## config.mk

```make
export PLATFORM = sky130hd
export DESIGN_NAME = ltl_automata_engine
export DESIGN_NICKNAME = d
export VERILOG_FILES = /design/src/rtl/ltl_auto_pkg.sv /design/src/rtl/ltl_ste_cell.sv /design/src/rtl/ltl_automata_engine.sv
export SDC_FILE = /design/constraint.sdc
export NUM_CORES = 2
export LEC_CHECK = 0
export ABC_CLOCK_PERIOD_IN_PS = 4300
export BUFFER_PORTS_ARGS = -buffer_cell sky130_fd_sc_hd__buf_4
export CAP_MARGIN = 5
export CELL_PAD_IN_SITES_DETAIL_PLACEMENT = 1
export CELL_PAD_IN_SITES_GLOBAL_PLACEMENT = 2
export CORE_UTILIZATION = 40
export DETAILED_ROUTE_END_ITERATION = 8
export PLACE_DENSITY = 0.93
export REMOVE_ABC_BUFFERS = 1
export SYNTH_ARGS = -nofsm -noshare
export SYNTH_HDL_FRONTEND = slang
export SYNTH_SLANG_ARGS = --single-unit
```

## constraint.sdc

```tcl
create_clock -name clk -period 4.3 [get_ports clk]
set_input_delay 1.29 -clock clk [delete_from_list [all_inputs] [get_ports clk]]
set_output_delay 1.29 -clock clk [all_outputs]
set_load 0.05 [all_outputs]
```

## src/rtl/ltl_auto_pkg.sv

```systemverilog
// Shared types for the LTL automaton engine: start types, per-element
// configuration record and the empty (never-matching) reset configuration.
package ltl_auto_pkg;

  // Storage widths for one element; engine parameters must not exceed these.
  localparam int STE_SYM_W = 32;
  localparam int STE_MAX_N = 64;

  typedef enum logic [1:0] {
    START_NONE    = 2'd0,
    START_OF_DATA = 2'd1,
    START_ALL     = 2'd2
  } start_t;

  typedef struct packed {
    logic [STE_SYM_W-1:0] lo;
    logic [STE_SYM_W-1:0] hi;
    start_t               start;
    logic                 report;
    logic [STE_MAX_N-1:0] pred;
  } ste_cfg_t;

  localparam ste_cfg_t CFG_EMPTY = '{
    lo:     '1,
    hi:     '0,
    start:  START_NONE,
    report: 1'b0,
    pred:   '0
  };

  function automatic logic in_interval(input logic [STE_SYM_W-1:0] sym,
                                       input logic [STE_SYM_W-1:0] lo,
                                       input logic [STE_SYM_W-1:0] hi);
    return (sym >= lo) && (sym <= hi);
  endfunction

endpackage

```

## src/rtl/ltl_ste_cell.sv

```systemverilog
// One state element: configuration register, interval match, enable OR over
// predecessors and the active flop.
module ltl_ste_cell
  import ltl_auto_pkg::*;
#(
  parameter int N_STATES = 16,
  parameter int SYMBOL_W = 8
) (
  input  logic                clk,
  input  logic                reset,
  input  logic                restart,
  input  logic                run,
  input  logic                start_of_data,
  input  logic [SYMBOL_W-1:0] symbols,
  input  logic                cfg_we,
  input  ste_cfg_t            cfg_wr,
  input  logic [N_STATES-1:0] active_vec,
  output logic                active,
  output logic                report_en
);

  ste_cfg_t cfg_q;
  logic     match;
  logic     en;

  // Start type 3 matches neither compare and therefore behaves as "none".
  always_comb begin
    match = in_interval(STE_SYM_W'(symbols), cfg_q.lo, cfg_q.hi);
    en    = (cfg_q.start == START_ALL)
          | ((cfg_q.start == START_OF_DATA) & start_of_data)
          | (|(cfg_q.pred & STE_MAX_N'(active_vec)));
  end

  always_ff @(posedge clk) begin
    if (reset) begin
      cfg_q <= CFG_EMPTY;
    end else if (cfg_we) begin
      cfg_q <= cfg_wr;
    end
  end

  always_ff @(posedge clk) begin
    if (reset || restart) begin
      active <= 1'b0;
    end else if (run) begin
      active <= match & en;
    end
  end

  assign report_en = cfg_q.report;

endmodule

```

## src/rtl/ltl_automata_engine.sv

```systemverilog
// Homogeneous automaton engine: array of programmable state elements plus
// start-of-data flag, symbol counter, first-report capture and write decode.
module ltl_automata_engine
  import ltl_auto_pkg::*;
#(
  parameter int N_STATES = 16,
  parameter int SYMBOL_W = 8,
  parameter int CNT_W    = 32,
  localparam int ADDR_W  = $clog2(N_STATES)
) (
  input  logic                clk,
  input  logic                reset,
  input  logic                run,
  input  logic [SYMBOL_W-1:0] symbols,
  input  logic                restart,
  input  logic                cfg_we,
  input  logic [ADDR_W-1:0]   cfg_addr,
  input  logic [SYMBOL_W-1:0] cfg_lo,
  input  logic [SYMBOL_W-1:0] cfg_hi,
  input  logic [1:0]          cfg_start,
  input  logic                cfg_report,
  input  logic [N_STATES-1:0] cfg_pred,
  output logic                cfg_err,
  output logic [N_STATES-1:0] active,
  output logic [N_STATES-1:0] report,
  output logic                report_any,
  output logic                first_valid,
  output logic [CNT_W-1:0]    first_idx,
  output logic [CNT_W-1:0]    symbol_count
);

  localparam logic [ADDR_W:0] N_LIM = (ADDR_W + 1)'(N_STATES);

  logic                start_of_data;
  logic                addr_ok;
  logic                wr_ok;
  logic [N_STATES-1:0] report_mask;
  ste_cfg_t            cfg_wr;

  // Config port has no ready: a strobe is accepted only while run is low and
  // the address is in range; anything else is dropped and flagged on cfg_err.
  always_comb begin
    addr_ok       = ({1'b0, cfg_addr} < N_LIM);
    wr_ok         = cfg_we & ~run & addr_ok;
    cfg_wr        = CFG_EMPTY;
    cfg_wr.lo     = STE_SYM_W'(cfg_lo);
    cfg_wr.hi     = STE_SYM_W'(cfg_hi);
    cfg_wr.start  = start_t'(cfg_start);
    cfg_wr.report = cfg_report;
    cfg_wr.pred   = STE_MAX_N'(cfg_pred);
  end

  for (genvar i = 0; i < N_STATES; i++) begin : g_ste
    ltl_ste_cell #(
      .N_STATES (N_STATES),
      .SYMBOL_W (SYMBOL_W)
    ) u_cell (
      .clk           (clk),
      .reset         (reset),
      .restart       (restart),
      .run           (run),
      .start_of_data (start_of_data),
      .symbols       (symbols),
      .cfg_we        (wr_ok && (cfg_addr == ADDR_W'(i))),
      .cfg_wr        (cfg_wr),
      .active_vec    (active),
      .active        (active[i]),
      .report_en     (report_mask[i])
    );
  end

  assign report     = active & report_mask;
  assign report_any = |report;

  always_ff @(posedge clk) begin
    if (reset) begin
      cfg_err <= 1'b0;
    end else begin
      cfg_err <= cfg_we & (run | ~addr_ok);
    end
  end

  // The counter is already one ahead when report_any is seen, hence the -1.
  always_ff @(posedge clk) begin
    if (reset || restart) begin
      start_of_data <= 1'b1;
      symbol_count  <= '0;
      first_valid   <= 1'b0;
      first_idx     <= '0;
    end else begin
      if (run) begin
        start_of_data <= 1'b0;
        if (symbol_count != '1) begin
          symbol_count <= symbol_count + CNT_W'(1);
        end
      end
      if (report_any && !first_valid) begin
        first_valid <= 1'b1;
        first_idx   <= symbol_count - CNT_W'(1);
      end
    end
  end

endmodule

```

; Word level (Yosys, flattened, before mapping)
; Index checks and enable logic that the tools add are counted.
[totals]
reg_bits = 1027
word_cells = 321
output_inout_bits = 99
in_bits = 52
[classes]
bitwise_logic = 84
n_reduce_logical = 54
magnitude_cmp = 32
n_eq_ne = 48
n_addsub = 2
[op_table]
columns = cell, count
row1 = 64-bit OR reduction, 16
row2 = 8-bit by 32-bit greater-or-equal comparator with 1-bit output, 16
row3 = 16-bit bitwise AND, 17
row4 = 8-bit less-or-equal comparator, 16
row5 = 1-bit bitwise AND, 34
row6 = 1-bit logical AND, 33
row7 = 32-bit by 1-bit adder with 32-bit output (second input constant), 1
row8 = 2-bit by 1-bit equality test with 1-bit output (second input constant), 16
row9 = 2-bit equality test (second input constant), 16
row10 = 4-bit equality test (second input constant), 8
row11 = 32-bit inequality test (second input constant), 1
row12 = 1-bit bitwise OR, 32
row13 = 32-bit by 1-bit subtractor with 32-bit output (second input constant), 1
row14 = 4-bit by 3-bit equality test with 1-bit output (second input constant), 4
row15 = 16-bit OR reduction, 1
row16 = 4-bit by 2-bit equality test with 1-bit output (second input constant), 2
row17 = 4-bit by 1-bit equality test with 1-bit output (second input constant), 1
row18 = 4-bit zero test, 1
row19 = 2-bit AND reduction, 1
row20 = 1-bit zero test, 1
row21 = 1-bit logical OR, 1
row22 = 1-bit inverter, 1

; Depth between registers and ports, before layout
[depth]
word_depth = 5
ltp_mapped = 9
ltp_nobuf = 7

; Cells and area by module
; A second synthesis with hierarchy kept.
[hier_totals]
cells_unflattened = 6145
hier_area_um2 = 59869.9
[modules_own_cells]
columns = mod, instances, area_each_um2, cells_per_inst
row1 = ltl_ste_cell, 16, 3513.4, 354
row2 = ltl_automata_engine, 1, 3656.0, 481

; Least setup slack after synthesis
; OpenSTA, ideal clock, no wires.
[synth_timing]
kind = input port to flip-flop
start = input symbols[0]
end = register g_ste[0].u_cell.active
t_arrival_ns = 3.104
path_slack_ns = 1.135
t_required_ns = 4.239
path_stages = 7
path_buffers = 0
path_cell_list = inv_1 ha_1 and4b_1 a211oi_1 nor3b_1 a2111oi_0 a32o_1
[synth_between]
elab_chain_cells = 3
[synth_lines]
columns = element, line
row1 = "start, declared", ltl_automata_engine.sv:14  ; input logic [SYMBOL_W-1:0] symbols,
row2 = 8-bit by 32-bit greater-or-equal comparator with 1-bit output / 8-bit less-or-equal comparator (equally long branches), ltl_auto_pkg.sv:34  ; return (sym >= lo) && (sym <= hi);
row3 = 1-bit logical AND *, ltl_auto_pkg.sv:34
row4 = 1-bit bitwise AND *, ltl_ste_cell.sv:46  ; active <= match & en;
row5 = "end signal, assigned", ltl_ste_cell.sv:46
row6 = "end, declared", ltl_ste_cell.sv:18  ; output logic active,
; Mark *: on every way between the ends. The rest lies on a longest branch, timed or not.
; A chain may end at the register's enable or synchronous reset.

; Worst setup path after layout
[layout_timing]
start = register g_ste[5].u_cell.active
end = output report_any
[layout_between]
elab_chain_cells = 2
[layout_lines]
columns = element, line
row1 = "start, declared", ltl_ste_cell.sv:18
row2 = "start signal, assigned", ltl_ste_cell.sv:46
row3 = 16-bit bitwise AND, ltl_automata_engine.sv:72  ; assign report = active & report_mask;
row4 = 16-bit OR reduction, ltl_automata_engine.sv:73  ; assign report_any = |report;
row5 = "end, declared", ltl_automata_engine.sv:26  ; output logic report_any,
; No other way between the ends.

==> run_results.csv <==
group,metric,value,unit
pwr,power_switching,3.37,mW
cts,cts.root.buffer_cell,"sky130_fd_sc_hd__clkbuf_16",
place,port-buffer-count,150,
sta,slew_headroom,22.6,%
cts,cts_made_buffers,76,
die,die_area,80800,µm²
pwr,p_comb_share,6.6,%
cts,post_cts_resized,0,
sta,worst_case_setup_margin_in_the_final_layout,623,ps
logic_synthesis,async_flop_share,0,%
worst_setup_path,critical_path.max_fanout,2,
worst_setup_path,crit_path_end_kind,"output port",
die,initial_utilization,40.4,%
place,dp_worst_setup_slack,748,ps
worst_setup_path,critical_path.startpoint_type,"flop",
logic_synthesis,yosys_register_bits,659,
detailed_routing,dr.pass1.iters,5,
cts,clk-insertion-delay-late,630,ps
sta,fin_skew,20.1,ps
sta,worstMarginPinSlew,1160,ps
run,max_cap_violations,0,
global_route,maximum_number_of_pins_on_one_net_before_global_route_repair,146,
sta,min_period,3680,ps
sta,drv_slew,0,
pwr,leakage,14.2,nW
global_route,grt_first_pass_wirelength,174,mm
pwr,switching_share,24.8,%
logic_synthesis,synth_sequential_area_ratio,41.4,%
cts,cts.path.max_buffers,3,
global_route,grt_pass1_vias,29100,
worst_setup_path,worst_ep_required_time,3010,ps
cts,cts_num_sinks,659,
detailed_routing,detailroute.via_count,29100,
detailed_routing,detail_route.vias_per_cell,5.67,
cts,cts_tree,"built",
pwr,pwr-share-clk,48.1,%
outcome,run_status,"finished clean",
final_layout,multi_input_area,16400,µm²
final_layout,final_nets,4338,
logic_synthesis,synth.cell_area,31900,µm²
logic_synthesis,synthesis.yosys.warnings,0,
final_layout,num-fill-cells,9536,
detailed_routing,postRouteAntennaNets,0,
logic_synthesis,synth.lib_cells_used.distinct,66,
cts,path_clk_slew,60,ps
global_route,grt-ovfl-total,0,
detailed_routing,initial_drc_count,1952,
detailed_routing,remaining_drc_errors,0,
final_layout,ff_latch_area,13200,µm²
min_path,min-delay-path-class,"reg2reg",
die,dieHeight,284,µm
die,fp.dieW,284,µm
global_route,initial_antenna_violation_count,1,
sta,final-hold-violation-count,0,
sta,rsz0062_at_grt,"false",
cts,cts_setup_buffers,0,
pwr,vdd_ir_drop_max,259,µV
place,hpwlAfterDp,69.3,mm
worst_setup_path,crit_arrival,2390,ps
pwr,p_int,10.2,mW
sta,maxClockFrequency,272,MHz
worst_setup_path,path_class,"reg2out",
detailed_routing,wire_per_inst,22.4,µm
sta,layout_worst_path_cycle_share,85.5,%
logic_synthesis,syn_inst_count,4065,
logic_synthesis,synthFlopType,"sky130_fd_sc_hd__dfxtp_1",
sta,setup_viol,0,
sta,fin_tns_setup,0,ps
final_layout,post_route_cells_drive_above_1_share,9.55,%
pwr,power-per-cell-area,377,nW/µm²
cts,maximum_level_of_the_cts_h_tree,3,
cts,ctsHoldBuffers,0,
pwr,power.share.sequential,45.4,%
final_layout,layout-area-overhead-vs-synth,13.5,%
logic_synthesis,synth_edf_count,0,
detailed_routing,drt-total-wl,115,mm
die,num_rows,103,
die,core_area,78900,µm²
die,ports_placed_on_the_boundary,151,
global_route,groute.usage.overall,27.8,%
logic_synthesis,syn_avg_cell_area,7.84,µm²
place,routabilityCongestion,0.824,
## final timing paths
kind	startpoint	to	slack (ps)	depth (start not counted)
worst max-delay path	g_ste[5].u_cell.active	report_any	620	4
worst max register to register	symbol_count[0]	first_idx[28]	1450	7
worst min register to register	g_ste[12].u_cell.cfg_q[73]	g_ste[12].u_cell.cfg_q[73]	450	2
worst min-delay path	g_ste[12].u_cell.cfg_q[73]	g_ste[12].u_cell.cfg_q[73]	450	2
## power by group through the flow
stage	combinational [mW]	sequential (mW)	clock (mW)
floorplan	0.353	6.31	0
global placement	0.862	6.31	0
detailed placement	0.884	6.31	0
CTS	0.889	6.18	6.65
global route	0.968	6.18	6.89
finish	0.893	6.18	6.55
## registers in the layout, summed over array words and instances (netlist names)
signal	flops
cfg_err	1
first_idx	32
first_valid	1
g_ste.u_cell.active	16
g_ste.u_cell.cfg_q	560
g_ste.u_cell.report_en	16
start_of_data	1
symbol_count	32
## metal layers
layer | vias up | wire length (µm) | GRT usage (%)
met3 | 262 | 5190 | 3.58
met1 | 14500 | 49900 | 34.9
met2 | 657 | 55400 | 48.3
met5 | - | 0 | 0
met4 | 0 | 4400 | 10.5
li1 | 13700 | - | -
## area by class of cell
class / instances / area share, %
Antenna cell: 2 / 0.0138
Multi-Input combinational cell: 2801 / 45.3
Tap cell: 1050 / 3.63
Timing Repair Buffer: 231 / 4.95
Sequential cell: 659 / 36.5
Inverter: 259 / 2.69
Clock inverter: 22 / 0.640
Clock buffer: 111 / 6.27
## cell usage after synthesis, drive strengths merged (20+ instances only)
master  instances  area (µm²)
nand2        1002        3760
dfxtp         659       13200
a21oi         566        2830
clkbuf        298        1120
inv           259         972
ha            258        3230
nor2          179         672
a211o         126        1100
a22oi          88         661
o21ai          77         385
nand4          68         432
nand3          54         270
buf            48         274
nor3           23         126
xnor2          22         193
a211oi         20         155
a21o           20         150
nor2b          20         125
## cells in the final DEF, fill, tap and decap left out, types with 17 or more instances in the layout
master                         n
sky130_fd_sc_hd__a211o_1     126
sky130_fd_sc_hd__a211oi_1     19
sky130_fd_sc_hd__a21o_1       20
sky130_fd_sc_hd__a21oi_1     566
sky130_fd_sc_hd__a221oi_1     19
sky130_fd_sc_hd__a22oi_1      88
sky130_fd_sc_hd__buf_4       226
sky130_fd_sc_hd__clkbuf_16    79
sky130_fd_sc_hd__clkbuf_8     17
sky130_fd_sc_hd__dfxtp_1     659
sky130_fd_sc_hd__ha_1        258
sky130_fd_sc_hd__inv_1       258
sky130_fd_sc_hd__nand2_1    1002
sky130_fd_sc_hd__nand2b_1     18
sky130_fd_sc_hd__nand3_1      54
sky130_fd_sc_hd__nand3b_1     17
sky130_fd_sc_hd__nand4_1      67
sky130_fd_sc_hd__nor2_1      172
sky130_fd_sc_hd__nor2b_1      18
sky130_fd_sc_hd__nor3_1       20
sky130_fd_sc_hd__o211ai_1     17
sky130_fd_sc_hd__o21ai_0      77
sky130_fd_sc_hd__or2_2        17
sky130_fd_sc_hd__or3_1        19
sky130_fd_sc_hd__xnor2_1      22
## worst max-delay path, stage by stage (launching register included)
cell and delay, ps:
sky130_fd_sc_hd__dfxtp_1 370, sky130_fd_sc_hd__nand2_1 230, sky130_fd_sc_hd__nand4_1 320, sky130_fd_sc_hd__or4_1 630, sky130_fd_sc_hd__buf_4 220
## metrics by stage
| step | total power [mW] | area [µm²] | hold slack, ps | utilization (%) | std cells |
|---|---|---|---|---|---|
| 6_report | 13.6 | 36200 | 453 | 45.9 | 5135 |
| 5_1_grt | 14.0 | 36200 | 462 | 45.9 | 5133 |
| 4_1_cts | 13.7 | 36200 | 455 | 45.9 | 5133 |
| 3_5_place_dp | 7.20 | 33700 | 442 | 42.7 | 5000 |
| 3_3_place_gp | 7.17 | 33700 | 434 | 42.7 | 5000 |
| 2_1_floorplan | 6.66 | 30500 | 421 | - | 3719 |
## logic make-up after synthesis
| group | after synthesis | synth area share (%) |
|---|---|---|
| AO/OA/AOI/OAI | 1031 | 20.2 |
| buffers and inverters | 605 | 7.42 |
| XOR/XNOR | 34 | 0.934 |
| flip-flops | 659 | 41.4 |
| adder cells (fa/ha/maj) | 258 | 10.1 |
| AND/OR/NAND/NOR | 1465 | 19.5 |
| multiplexers | 13 | 0.408 |
No activity file was read; power rests on OpenSTA's default activity.
